--- src/rtl/pc_next_unit.sv ---
// Registered next-PC generator: normal source mux, trap entry (direct/vectored MTVEC),
// trap return (MEPC) and stall-time trap latching. Define PC_VECTORED_EN to enable vectored interrupts.
module pc_next_unit #(
    parameter int              WIDTH    = 32,
    parameter int              NSRC     = 4,
    parameter logic [WIDTH-1:0] RESET_PC = '0
) (
    input  logic                     clk,
    input  logic                     rst_n,
    input  logic [NSRC*WIDTH-1:0]    src,
    input  logic [$clog2(NSRC)-1:0]  sel,
    input  logic                     pc_we,
    input  logic                     trap_req,
    input  logic                     trap_intr,
    input  logic [4:0]               trap_cause,
    input  logic                     mret,
    input  logic [WIDTH-1:0]         mtvec,
    input  logic [WIDTH-1:0]         mepc,
    output logic [WIDTH-1:0]         pc,
    output logic                     trap_taken,
    output logic [WIDTH-1:0]         epc_out,
    output logic [5:0]               cause_out,
    output logic                     pending
);

    localparam int SW = $clog2(NSRC);

    typedef enum logic {RUN, TRAP_PEND} state_t;

    state_t           state, state_d;
    logic [WIDTH-1:0] pc_d, epc_d, src_pc, trap_target, base;
    logic [5:0]       cause_d;
    logic             taken_d;
    logic             pend_intr, pend_intr_d;
    logic [4:0]       pend_cause, pend_cause_d;
    logic             take, use_intr;
    logic [4:0]       use_cause;

    // Out-of-range selects fall back to source 0.
    always_comb begin
        // NOTE: every combinational output gets a default first so no path can infer a latch.
        src_pc = src[0 +: WIDTH];
        for (int i = 1; i < NSRC; i++) begin
            if (sel == SW'(i)) src_pc = src[i*WIDTH +: WIDTH];
        end
    end

    // A pending trap always commits with the cause captured when it was first raised.
    assign use_intr  = (state == TRAP_PEND) ? pend_intr  : trap_intr;
    assign use_cause = (state == TRAP_PEND) ? pend_cause : trap_cause;
    assign base      = {mtvec[WIDTH-1:2], 2'b00};

`ifdef PC_VECTORED_EN
    logic [WIDTH-1:0] vec_off;
    assign vec_off     = {{(WIDTH-7){1'b0}}, use_cause, 2'b00};
    assign trap_target = (mtvec[1:0] == 2'b01 && use_intr) ? base + vec_off : base;
`else
    assign trap_target = base;
`endif

    assign take = pc_we && (state == TRAP_PEND || trap_req);

    // State register.
    always_ff @(posedge clk or negedge rst_n) begin
        // NOTE: sequential state uses non-blocking assignments so all flops update together.
        if (!rst_n) state <= RUN;
        else        state <= state_d;
    end

    // Next-state logic.
    always_comb begin
        state_d = state;
        case (state)
            RUN:       if (!pc_we && trap_req) state_d = TRAP_PEND;
            TRAP_PEND: if (pc_we)              state_d = RUN;
            default:                           state_d = RUN;
        endcase
    end

    // Output logic: next values of the registered outputs.
    always_comb begin
        pc_d         = pc;
        epc_d        = epc_out;
        cause_d      = cause_out;
        taken_d      = 1'b0;
        pend_intr_d  = pend_intr;
        pend_cause_d = pend_cause;
        if (take) begin
            pc_d    = trap_target;
            epc_d   = pc;
            cause_d = {use_intr, use_cause};
            taken_d = 1'b1;
        end else if (pc_we && mret) begin
            pc_d = {mepc[WIDTH-1:2], 2'b00};
        end else if (pc_we) begin
            pc_d = src_pc;
        end
        if (state == RUN && !pc_we && trap_req) begin
            pend_intr_d  = trap_intr;
            pend_cause_d = trap_cause;
        end
    end

    always_ff @(posedge clk or negedge rst_n) begin
        if (!rst_n) begin
            pc         <= RESET_PC;
            epc_out    <= '0;
            cause_out  <= '0;
            trap_taken <= 1'b0;
            pend_intr  <= 1'b0;
            pend_cause <= '0;
        end else begin
            pc         <= pc_d;
            epc_out    <= epc_d;
            cause_out  <= cause_d;
            trap_taken <= taken_d;
            pend_intr  <= pend_intr_d;
            pend_cause <= pend_cause_d;
        end
    end

    assign pending = (state == TRAP_PEND);

endmodule

--- config.mk ---
export PLATFORM = sky130hd
export DESIGN_NAME = pc_next_unit
export DESIGN_NICKNAME = d
export VERILOG_FILES = /design/src/rtl/pc_next_unit.sv
export SDC_FILE = /design/constraint.sdc
export NUM_CORES = 1
export LEC_CHECK = 0
export BUFFER_PORTS_ARGS = -buffer_cell sky130_fd_sc_hd__buf_4
export CAP_MARGIN = 10
export CORE_MARGIN = 1
export CORE_UTILIZATION = 40
export DETAILED_ROUTE_END_ITERATION = 16
export PLACE_DENSITY = 0.75
export RECOVER_POWER = 25
export SETUP_SLACK_MARGIN = 0.4
export SLEW_MARGIN = 20
export SYNTH_ARGS = -nofsm -noshare
export SYNTH_HDL_FRONTEND = slang
export SYNTH_SLANG_ARGS = --single-unit
--- constraint.sdc ---
create_clock -name clk -period 1.9 [get_ports clk]
set_input_delay 0.19 -clock clk [delete_from_list [all_inputs] [get_ports clk]]
set_output_delay 0.19 -clock clk [all_outputs]
set_load 0.02 [all_outputs]
-- Word-level counts from Yosys, hierarchy flattened
Cells that the tools add are included.
- word-level logic and storage cells: 31
- output and inout port bits: 72
- bits in registers: 78
- input bits: 205
- reduce and logical (&&, ||, !) cells: 8
- equal/unequal tests: 3
- bitwise logic cells: 1
- multiplexer cells: 12
- operators by type and width (operator ; count):
    2-to-1 mux 32 bit ; 6
    logical AND 1 bit ; 5
    2-to-1 mux 5 bit ; 1
    == test 2 bit (second input constant) ; 2
    2-to-1 mux 1 bit ; 4
    nonzero test 3 bit ; 1
    == test 2 x 1 -> 1 bit (second input constant) ; 1
    case mux 1 bit (2 select lines) ; 1
    zero test 1 bit ; 1
    logical OR 1 bit ; 1
    inverter 1 bit ; 1

-- Logic depth before layout (Yosys ltp)
- depth in word-level cells: 7
- gate-level depth with buffers: 6
- depth with buffers taken out: 3

-- Worst setup path after synthesis
Ideal clock, no wire load.
- path kind: flip-flop to flip-flop
- from: register state (netlist: pending)
- to: register pend_cause[0]
- data required time: 1775 ps
- path buffers: 1
- library setup time: 125 ps
- setup slack: 417 ps
- data arrival time: 1358 ps
- stages on the path, launching flop included: 4
- clock period less this slack: 1483 ps
- cells stage by stage: dfrtp_1 -> buf_2 -> nor3b_4 -> mux2_2
- cells in the longest elaborated chain, start to end: 3
- RTL lines (what ; RTL line ; text):
    start, declared ; 30 ; state_t state, state_d;
    start signal, assigned ; 67 ; else state <= state_d;
    inverter 1 bit ; n/a ;
    logical AND 1 bit (2 in a row) ; 98 ; if (state == RUN && !pc_we && trap_req) begin
    end signal, assigned ; 118 ; pend_cause <= pend_cause_d;
    end, declared ; 35 ; logic [4:0] pend_cause, pend_cause_d;
Every way passes these cells.
A chain may end at the register's enable or synchronous reset.

-- Worst setup path after layout
- from: register state (netlist: pending)
- to: output pending
- RTL lines (what ; RTL line ; text):
    end, declared ; 23 ; output logic pending
No word-level cell between the ends.

==> results by group <==
Run
  – Max-Cap Viols: 0

Placement
  – GP Congestion: 0.829
  – # port buffers: 272
  – Dpl cell area: 0.00664 sq mm
  – Dpl cells: 766
  – Dpl hpwl: 11200 um

Timing
  – Final Max Tran Viols: 0
  – Relative slew slack: 28.0%
  – Finish-stage setup viols: 0
  – Fmax: 650 MHz
  – Final Hold Fails: 0
  – Slew @ Worst Pin: 1080 ps
  – Final Cycle Share: 81.0%
  – Worst Skew: 7.80 ps
  – Final min period: 1540 ps
  – Setup TNS: 0 ps
  – RSZ-0062 raised after global routing: yes

Routing
  – Vias: 4364
  – Total routed wirelength: 15100 um
  – First DRT Iteration DRCs: 238
  – WL/cell: 19.2 um
  – Drt first pass iters: 4
  – ANT nets after route: 0
  – Residual DRC: 0
  – Vias per Instance: 5.55

Synth
  – Most frequent cells after synthesis: 78 x dfrtp_1, 36 x mux2_2, 35 x o21ai_0
  – Synthesized flop and latch total: 78
  – Area leader, netlist: dfrtp_1
  – Cell count after synthesis: 378
  – Number of distinct library cells after synthesis: 29
  – Post-synth top area share: 43.5%
  – Synth top area cells: dfrtp_1 44%, mux4_2 12%, mux2_2 9.0%, a211o_1 5.7%, o211ai_1 5.0%
  – Syn. warnings: 0
  – Count leader, synth: dfrtp_1
  – Seq/Total Area, Yosys: 43.5%
  – Number of synthesized flops with an enable pin: 0
  – Mean Syn Cell Area: 11.9 sq um
  – Ys async rst share: 100%
  – Syn_nets: 583
  – Main synth FF type: dfrtp_1
  – Synthesized area: 0.00448 sq mm

Critical path
  – Worst Setup End Kind: output pin
  – CP max stage cell: dfrtp_1
  – Worst-path fanout max: 7
  – Critical path's most frequent cell: buf_4
  – Crit-path cells: buf_4, buf_4
  – Crit path largest cell delay: 630 ps
  – WP data arrival: 1350 ps
  – CP startpoint kind: flip-flop
  – Worst reg2reg setup slack: 410 ps
  – Critical path class: reg -> out
  – Worst path required time: 1710 ps

GRT
  – Overall Global Routing Usage: 25.8%
  – Remaining Overflow, GRT: 0
  – Largest net degree at the start of global routing: 41
  – Initial antenna violation count: 0
  – Vias in the first global route: 4446
  – First-pass GRT wire length: 22500 um

Cells and area
  – Finished Layout Cells: 787
  – Post-layout util: 63.9%
  – P&R area growth vs syn: 55.1%
  – Finished layout cell area: 0.00696 sq mm
  – Layout cells sized above 1: 56.0%
  – Final nets: 847
  – Ant. Diodes: 0

Floorplan
  – FP Rows: 38
  – Die ar.: 0.0116 sq mm
  – Core box area: 0.0109 sq mm
  – Boundary Pins: 277
  – Die height: 108 um
  – Initial core utilization: 41.2%
  – Chip width: 108 um

Pwr
  – Pwr dens: 823 mW/mm^2
  – VDD IR max: 0.395 mV
  – Leak Pwr: 3.12 nW

Clock tree
  – Worst-Skew Late Latency: 350 ps
  – CTS root buffer: clkbuf_8
  – Clk sinks: 78
  – CTS tree: built
  – Clock Path Buffers: 2
  – H-tree depth: 3
  – Worst-path clk slew: 90 ps
  – CTS Buf Count: 9

Outcome
  – Outcome: complete, no violations

Worst hold path
  – Hold Crit Class: in -> reg
==> cell families (layout without fill, tap and decap cells) <==
kind of cell | after synthesis | count (layout) | share of synthesized area, %
muxes | 71 | 71 | 25.4
DFF | 78 | 78 | 43.5
buffers and inverters | 44 | 313 | 5.33
and+or+nand+nor | 48 | 48 | 4.88
AOI/OAI and AO/OA | 137 | 137 | 20.8
==> per-layer routing <==
| layer | vias to the layer above | routed length (um) | global-route usage, % |
|---|---|---|---|
| met5 | - | 0 | 0 |
| met4 | 0 | 277 | 10.5 |
| met3 | 19 | 1050 | 5.02 |
| met2 | 207 | 7810 | 46.3 |
| met1 | 2126 | 5940 | 30.1 |
| li1 | 2012 | - | - |
==> timing repair <==
action	in CTS	in global routing
pin swaps	1	0
hold buffers	1	0
hold endpoints to repair	39	0
endpoints found under the setup margin	63	31
gates resized for setup	2	4
buffers inserted	4	0
==> worst paths after layout <==
check,cells after the start,to,from
min reg2reg,2,epc_out[1],epc_out[1]
min in group asynchronous,2,trap_taken,rst_n
min,2,pend_cause[1],trap_cause[1]
max in group asynchronous,3,pc[18],rst_n
max reg2reg,3,epc_out[29],pending
max,2,pending,pending
==> critical path: cells and delay by family, from the launching register on <==
kind / cells / cell delay (ps)
buffers and inverters: 2 / 360
flip-flops: 1 / 630
==> through the flow <==
step           total power [mW]  hold WS, ps  worst slack (ps)
2_1_floorplan              3.04         -106               417
3_3_place_gp               3.95          193               300
3_5_place_dp               4.01          207               227
4_1_cts                    5.79         55.3               403
5_1_grt                    5.97         61.9               301
6_report                   5.73         73.1               361
==> cell type report <==
cell class / count / area (sq um)
fill: 895 / 3930
timing repair buffer: 293 / 2210
tap: 140 / 175
multi-input combinational: 256 / 2320
clock inverter: 6 / 158
sequential: 78 / 1950
inverter: 4 / 15.0
clock buffer: 10 / 128
==> cell usage in the layout (no fill, tap or decap), types with 4 or more instances in the layout <==
| cell type | n |
|---|---|
| inv_1 | 4 |
| buf_6 | 4 |
| bufinv_16 | 5 |
| mux2_2 | 36 |
| clkbuf_1 | 9 |
| o211ai_1 | 30 |
| a211o_1 | 29 |
| mux4_2 | 23 |
| nor2_1 | 31 |
| mux4_1 | 6 |
| buf_4 | 277 |
| nand2_1 | 10 |
| mux2i_1 | 6 |
| clkbuf_8 | 9 |
| a31oi_1 | 29 |
| o21ai_0 | 35 |
| dfrtp_1 | 78 |
==> registers in the layout, indices dropped and copies added, names as in the netlist <==
| name | flops |
|---|---|
| epc_out | 32 |
| pend_cause | 5 |
| pc | 32 |
| trap_taken | 1 |
| pending | 1 |
| pend_intr | 1 |
| cause_out | 6 |
==> power by group <==
| group | leakage (nW) | switching, mW | internal [mW] |
|---|---|---|---|
| Combinational | 2.11 | 0.885 | 0.941 |
| Sequential | 0.878 | 0.186 | 1.94 |
| Clock | 0.137 | 0.638 | 1.14 |
No activity file was read; power rests on OpenSTA's default activity.
